[src/rtl/mdu_sequencer.sv]
// Multiply/divide iteration sequencer: LOAD, PAR x ITER, optional FIX, DONE.
// Optional macro MDU_ZERO_BYPASS_EN: divide-by-zero skips ITER/FIX.
module mdu_sequencer #(
   parameter  int PAR          = 32,
   parameter  int OPCODE_WIDTH = 3,
   localparam int CNT_W        = $clog2(PAR + 1)
) (
   input  logic                    clk,
   input  logic                    rst_n,
   input  logic                    validIn,
   output logic                    readyOut,
   input  logic [OPCODE_WIDTH-1:0] opCode,
   input  logic                    flush,
   input  logic                    divisorZero,
   output logic                    loadOperands,
   output logic                    iterEn,
   output logic                    fixEn,
   output logic [CNT_W-1:0]        iterCount,
   output logic                    selHigh,
   output logic                    zeroBypass,
   output logic                    busy,
   output logic                    validOut,
   input  logic                    readyIn
);

   typedef enum logic [2:0] {
      S_IDLE,
      S_LOAD,
      S_ITER,
      S_FIX,
      S_DONE
   } state_t;

   localparam logic [CNT_W-1:0] LAST = CNT_W'(PAR - 1);

   state_t                  r_state;
   state_t                  w_next;
   logic [OPCODE_WIDTH-1:0] r_op;
   logic [CNT_W-1:0]        r_cnt;
   logic                    r_zb;
   logic                    w_bypass;
   logic                    w_accept;
   logic                    w_sel;

   assign w_accept = validIn && (r_state == S_IDLE);

`ifdef MDU_ZERO_BYPASS_EN
   assign w_bypass = r_op[2] && divisorZero;
`else
   logic w_unused_dz;
   assign w_unused_dz = divisorZero;
   assign w_bypass    = 1'b0;
`endif

   // upper word for MULH*, remainder for REM*
   assign w_sel = r_op[2] ? r_op[1] : (r_op[1:0] != 2'b00);

   // state, opcode, iteration counter and bypass flag registers
   always_ff @(posedge clk or negedge rst_n) begin
      if (!rst_n) begin
         r_state <= S_IDLE;
         r_op    <= '0;
         r_cnt   <= '0;
         r_zb    <= 1'b0;
      end else begin
         r_state <= w_next;
         if (w_accept)
            r_op <= opCode;
         if (flush || r_state != S_ITER)
            r_cnt <= '0;
         else
            r_cnt <= r_cnt + CNT_W'(1);
         if (r_state == S_LOAD)
            r_zb <= w_bypass;
         else if (r_state != S_DONE)
            r_zb <= 1'b0;
      end
   end

   // next-state logic; flush aborts everything except the idle accept
   always_comb begin
      w_next = r_state;
      unique case (r_state)
         S_IDLE: if (validIn) w_next = S_LOAD;
         S_LOAD: w_next = w_bypass ? S_DONE : S_ITER;
         S_ITER: if (r_cnt == LAST)
                    w_next = r_op[2] ? S_FIX : S_DONE;
         S_FIX:  w_next = S_DONE;
         S_DONE: if (readyIn) w_next = S_IDLE;
         default: w_next = S_IDLE;
      endcase
      if (flush && r_state != S_IDLE)
         w_next = S_IDLE;
   end

   // Moore outputs decoded from the current state
   always_comb begin
      readyOut     = 1'b0;
      loadOperands = 1'b0;
      iterEn       = 1'b0;
      fixEn        = 1'b0;
      iterCount    = '0;
      validOut     = 1'b0;
      zeroBypass   = 1'b0;
      busy         = (r_state != S_IDLE);
      selHigh      = (r_state != S_IDLE) && w_sel;
      unique case (r_state)
         S_IDLE: readyOut = 1'b1;
         S_LOAD: loadOperands = 1'b1;
         S_ITER: begin
            iterEn    = 1'b1;
            iterCount = r_cnt;
         end
         S_FIX:  fixEn = 1'b1;
         S_DONE: begin
            validOut   = 1'b1;
            zeroBypass = r_zb;
         end
         default: ;
      endcase
   end

endmodule

[config.mk]
export PLATFORM = sky130hd
export DESIGN_NAME = mdu_sequencer
export DESIGN_NICKNAME = d
export VERILOG_FILES = /design/src/rtl/mdu_sequencer.sv
export SDC_FILE = /design/constraint.sdc
export NUM_CORES = 1
export LEC_CHECK = 0
export ABC_CLOCK_PERIOD_IN_PS = 1290
export CAP_MARGIN = 10
export CELL_PAD_IN_SITES_DETAIL_PLACEMENT = 1
export CELL_PAD_IN_SITES_GLOBAL_PLACEMENT = 1
export CORE_MARGIN = 3
export CORE_UTILIZATION = 30
export CTS_CLUSTER_DIAMETER = 80
export DETAILED_ROUTE_END_ITERATION = 8
export PLACE_DENSITY_LB_ADDON = 0.1
export SYNTH_ARGS = -nofsm -noshare
export SYNTH_HDL_FRONTEND = slang
export SYNTH_SLANG_ARGS = --single-unit
[constraint.sdc]
create_clock -name clk -period 1.29 [get_ports clk]
set_input_delay 0.3225 -clock clk [delete_from_list [all_inputs] [get_ports clk]]
set_output_delay 0.3225 -clock clk [all_outputs]
set_load 0.02 [all_outputs]
Word-level counts from Yosys, hierarchy flattened

Index checks and enable logic that the tools add are counted.

Bits in registers: 13
Bits in latches: 0
RAM bits: 0
Memory bits (read-only): 0
Output and inout bits: 14
Memories: 0

Add/sub/neg operators: 1
Multipliers: 0
Divide/modulo/power cells: 0
Order comparisons: 0
Eq/ne operators: 10
Shifts and indexed selects: 0
Mux-type cells: 17
Bitwise operators: 0
Reductions and logical operators: 9

Operators by type and width:

| kind                                                                   | number |
|---|---|
| 3-bit two-way mux                                                      | 5 |
| 3-bit case mux with 5 select lines                                     | 1 |
| 6-bit two-way mux                                                      | 2 |
| 1-bit two-way mux                                                      | 9 |
| 3-bit != test (second input constant)                                  | 3 |
| 6-bit by 1-bit adder with 6-bit output (second input constant)         | 1 |
| 3-bit by 2-bit equality test with 1-bit output (second input constant) | 2 |
| 6-bit by 5-bit equality test with 1-bit output (second input constant) | 1 |
| 3-bit by 2-bit != test with 1-bit output (second input constant)       | 2 |
| 2-bit nonzero test                                                     | 2 |
| 3-bit by 1-bit equality test with 1-bit output (second input constant) | 1 |
| 3-bit equality test (second input constant)                            | 1 |
| 1-bit logical AND                                                      | 3 |
| 3-bit logical NOT                                                      | 1 |
| 3-bit AND reduction                                                    | 1 |
| 3-bit nonzero test                                                     | 1 |
| 1-bit logical OR                                                       | 1 |

Depth between registers and ports, before layout

Depth in word-level cells: 4
Depth in mapped cells: 4
Gate-level depth less buffers: 4

Worst setup path after synthesis

Ideal clock, no wire load.

Kind: register to register
From: reg r_state[1]
To: reg r_state[2]
Library setup time: 0.082 ns
Data arrival time: 1.504 ns
Slack: -0.297 ns
Stages on the path, launching flop included: 5
Clock period less this slack: 1.587 ns
Cells stage by stage: dfrtp_1 buf_4 nor3b_1 a21oi_1 a22oi_2

Longest elaborated chain between the ends: 4
Elaborated cells on any way between the ends: 13

RTL lines:

| what                                                                                       | RTL line | source |
|---|---|---|
| from (decl)                                                                                | 36       | `state_t r_state;` |
| from (signal assigned)                                                                     | 66       | `r_state <= w_next;` |
| 3-bit nonzero test                                                                         | 92       | `if (flush && r_state != S_IDLE)` |
| 1-bit logical AND                                                                          | 92       |  |
| 3-bit != test (no source line) or 3-bit by 2-bit != test with 1-bit output (tied branches) | -        |  |
| 3-bit AND reduction (no source line)                                                       | -        |  |

Parallel ways exist; a longest one is shown, timed or not.
A chain may end at the register's enable or synchronous reset.

Worst setup path in the final report

From: reg r_state[2]
To: out selHigh

Longest elaborated chain between the ends: 2

RTL lines:

| what               | RTL line | source |
|---|---|---|
| 3-bit nonzero test | 106      | `selHigh = (r_state != S_IDLE) && w_sel;` |
| 1-bit logical AND  | 106      |  |
| to (decl)          | 19       | `output logic selHigh,` |

Every way passes these cells.

==> run summary <==
Run status = finished, violations left
Violated checks = setup timing
Area after DPL = 1120 um2
Highest Clock Rate = 0.614 GHz
Crit Reg-Reg Endpoint = r_op[1]$_DFFE_PN0P_
Area Overhead vs Synth = 82.2%
First-pass GRT wire length = 3050 um
Max stage delay on crit path = 0.42 ns
Syn avg cell area = 10.2 um2
Biggest area contributors in the synthesized netlist = sky130_fd_sc_hd__dfrtp_1 42%, sky130_fd_sc_hd__mux2_1 4.8%, sky130_fd_sc_hd__and2_1 4.4%
Max rail drop VDD = 1.10 mV
Worst hold path type = in2async
Final net count = 132
Net load switching power = 879 uW
GRT Residual Overflow = 0
Worst slack at placement = -0.597 ns
Mapped cell area = 711 um2
Count of filler cells inserted in the layout = 235
Avg WL per Cell = 13.1 um
Met3 global-route usage = 2.45%
Switching part of the total power = 38.0%
Max-slew violation total from the final report = 0
Leakage power of the design = 0.624 nW
Aggregate global-route resource usage = 14.2%
Most frequent cells in the layout = 23 x sky130_fd_sc_hd__buf_4, 17 x sky130_fd_sc_hd__buf_6, 12 x sky130_fd_sc_hd__dfrtp_1
Most utilized layer in the global route result = met2
Number of design rule violations left after detail routing = 0
Number of antenna violations at the first check in global routing = 0
Initial core utilization = 33.8%
Post-layout min period = 1.63 ns
Number of distinct library cells after synthesis = 33
Cell-by-cell trace of the critical path = buf_6, nor3_4, buf_6, nor2_4, buf_6
Most common cell type on the critical path = sky130_fd_sc_hd__buf_6
Number of clock sinks = 12
Overall die height = 54.7 um
Number of diodes = 0
Final Hold Violating Endpoints = 0
Final design utilization = 61.6%
Final clock skew = 0.00164 ns
Flop pwr share = 22.9%
Int Pwr = 1.43 mW
Area share of the largest cell type after synthesis = 42.3%
Hold Worst Slack = 0.337 ns
TritonCTS clock tree = done
Largest family of logic cells by synthesized area = simple AND/OR/NAND/NOR gates
Core Area = 2100 um2
Cells after synthesis = 70
Count of maximum capacitance violations = 0
Met2 usage = 24.0%
CP max stage cell = sky130_fd_sc_hd__dfrtp_1
Post-Layout Inst Area = 1290 um2
Max H-tree Level = 1
Final Cycle Share = 126%
Worst setup path category = reg2out
Via count = 704
Clk pwr share = 10.1%
Number of placement rows = 16
Post-CTS clock slew at the launch and capture registers of the worst setup and hold paths = 0.07 ns
Final Setup Violations = 18
Worst Slack Setup Final = -0.340 ns
Register-to-register path setup slack = -0.18 ns
Routed Antenna Nets = 0
Met1 routing resource usage after global routing = 18.2%
Yosys warns = 0
Number of DRC markers after the initial detailed-route iteration = 8
Die area = 2990 um2
Post-synthesis sequential element count = 12
Synth Area in Compound Gates = 11.8%
Post-detail-place hpwl = 1340 um
Clock latency of the later-clocked register in the worst-skew pair = 0.27 ns
Simple-gate share of the synthesized area = 29.6%
Total instance count after detailed placement = 135
Number of nets in the synthesized netlist = 80
Unrepaired setup endpoints after global routing = yes
Number of buffer cells added on primary ports = 20
R2r worst-path depth = 6
Start of the worst register-to-register path = r_state[2]$_DFFE_PN0P_
Routed Wire Length = 1930 um
Launching element type of the critical path = flop
PwrDens = 1790 nW/um2
Final weighted congestion in routability-driven placement = 0.817
Req. time, crit path = 0.97 ns
Maximum number of pins on one net before global-route repair = 13
Arithmetic-cell share of the synthesized area counting full adders, half adders and majority gates = 1.76%
Maximum clock path buffer count = 2
Layout cell share with drive strength beyond 1 = 61.7%
Multiplexer fraction of the synthesized cell area = 4.75%
Via count of the first global-routing pass = 677
Non-Filler Instances = 147
Clk root buf = sky130_fd_sc_hd__clkbuf_4
Number of iterations in the first detailed-routing pass = 2
DR vias/cell = 4.79
Worst Path Arrival = 1.31 ns
Share of the yosys chip area belonging to registers = 42.3%
Share of the synthesized netlist area taken by xor and xnor gates = 3.70%
Most common library cell in the layout ignoring fill and taps = sky130_fd_sc_hd__buf_4
Die X-Extent = 54.7 um
Crit Path Max Fanout = 5
Synth area leader = sky130_fd_sc_hd__dfrtp_1
Number of buffers created by CTS = 3
Endpoint kind of the worst setup timing path = primary output
Relative contribution of combinational cells to total power = 67.0%
Top-level I/O count = 23
## cells by family (layout without fill, tap and decap cells)
group | Yosys count | count (layout)
AND/OR/NAND/NOR | 31 | 31
flip-flops | 12 | 12
AO/OA/AOI/OAI | 11 | 11
buffers and inverters | 8 | 58
XOR/XNOR | 3 | 3
multiplexers | 3 | 3
adder cells (fa/ha/maj) | 1 | 1
other | 1 | 1
## layout make-up
cell class / count / area (um2) / area share (%)
clock buffers: 3 / 22.5 / 1.74
inverters: 4 / 15.0 / 1.16
multi-input cells: 50 / 469 / 36.2
flip-flops and latches: 12 / 300 / 23.2
well taps: 27 / 33.8 / 2.61
repair buffers: 51 / 454 / 35.1
## power by group through the flow
stage	logic [mW]	clock network (mW)	registers, mW
2_1_floorplan	0.742	0	0.526
3_3_place_gp	1.30	0	0.535
3_5_place_dp	1.32	0	0.538
4_1_cts	1.48	0.240	0.530
5_1_grt	1.67	0.266	0.545
6_report	1.55	0.233	0.529
## worst max path at each step
| stage | cells after the start | start | slack [ns] | endpoint |
|---|---|---|---|---|
| floorplan | 3 | r_state[1]$_DFFE_PN0P_ | -0.21 | iterCount[1] |
| global placement | 3 | r_state[2]$_DFFE_PN0P_ | -0.56 | iterCount[1] |
| detailed placement | 3 | r_state[2]$_DFFE_PN0P_ | -0.60 | iterCount[3] |
| CTS | 5 | r_state[2]$_DFFE_PN0P_ | -0.36 | selHigh |
| global route | 5 | r_state[1]$_DFFE_PN0P_ | -0.42 | selHigh |
| finish | 5 | r_state[2]$_DFFE_PN0P_ | -0.34 | selHigh |
## worst max-delay path: cells and delay by family (launching register included)
family	cells	cell delay (ns)
flip-flops	1	0.42
AND/OR/NAND/NOR	2	0.20
buffers and inverters	3	0.41
## sequential cells by signal, summed over array words and instances, names as in the netlist
name     flops
r_cnt        6
r_op         3
r_state      3
## Yosys cell counts (all sizes together)
| library cell | number |
|---|---|
| o21ai | 2 |
| ha | 1 |
| mux2 | 3 |
| nor2 | 7 |
| a22oi | 2 |
| xor2 | 2 |
| nor3 | 1 |
| xnor2 | 1 |
| and2 | 6 |
| a21oi | 3 |
| nand3 | 3 |
| a2111oi | 1 |
| conb | 1 |
| dfrtp | 12 |
| nor3b | 3 |
| nand2 | 2 |
| nor2b | 1 |
| or4b | 1 |
| o21bai | 1 |
| buf | 4 |
| nand4 | 1 |
| inv | 4 |
| or3 | 1 |
| nor4bb | 1 |
| and3b | 1 |
| nand2b | 3 |
| o31a | 1 |
| a21o | 1 |
## what timing repair did
item,CTS,global route
gates cloned,1,0
pin swaps,4,11
endpoints found under the setup margin,19,25
gates resized for setup,81,16
buffers inserted,6,3
hold buffers,0,0
## through the flow
stage | TNS [ns] | power (mW)
2_1_floorplan | -2.07 | 1.27
3_3_place_gp | -7.47 | 1.83
3_5_place_dp | -7.69 | 1.86
4_1_cts | -4.94 | 2.25
5_1_grt | -6.00 | 2.48
6_report | -4.64 | 2.31
## metal layers
layer | vias up | part of all wire, %
met5 | - | 0
met4 | 0 | 1.4
met3 | 4 | 4.7
met2 | 16 | 51
met1 | 343 | 43
li1 | 341 | -
No activity file was read; power rests on OpenSTA's default activity.
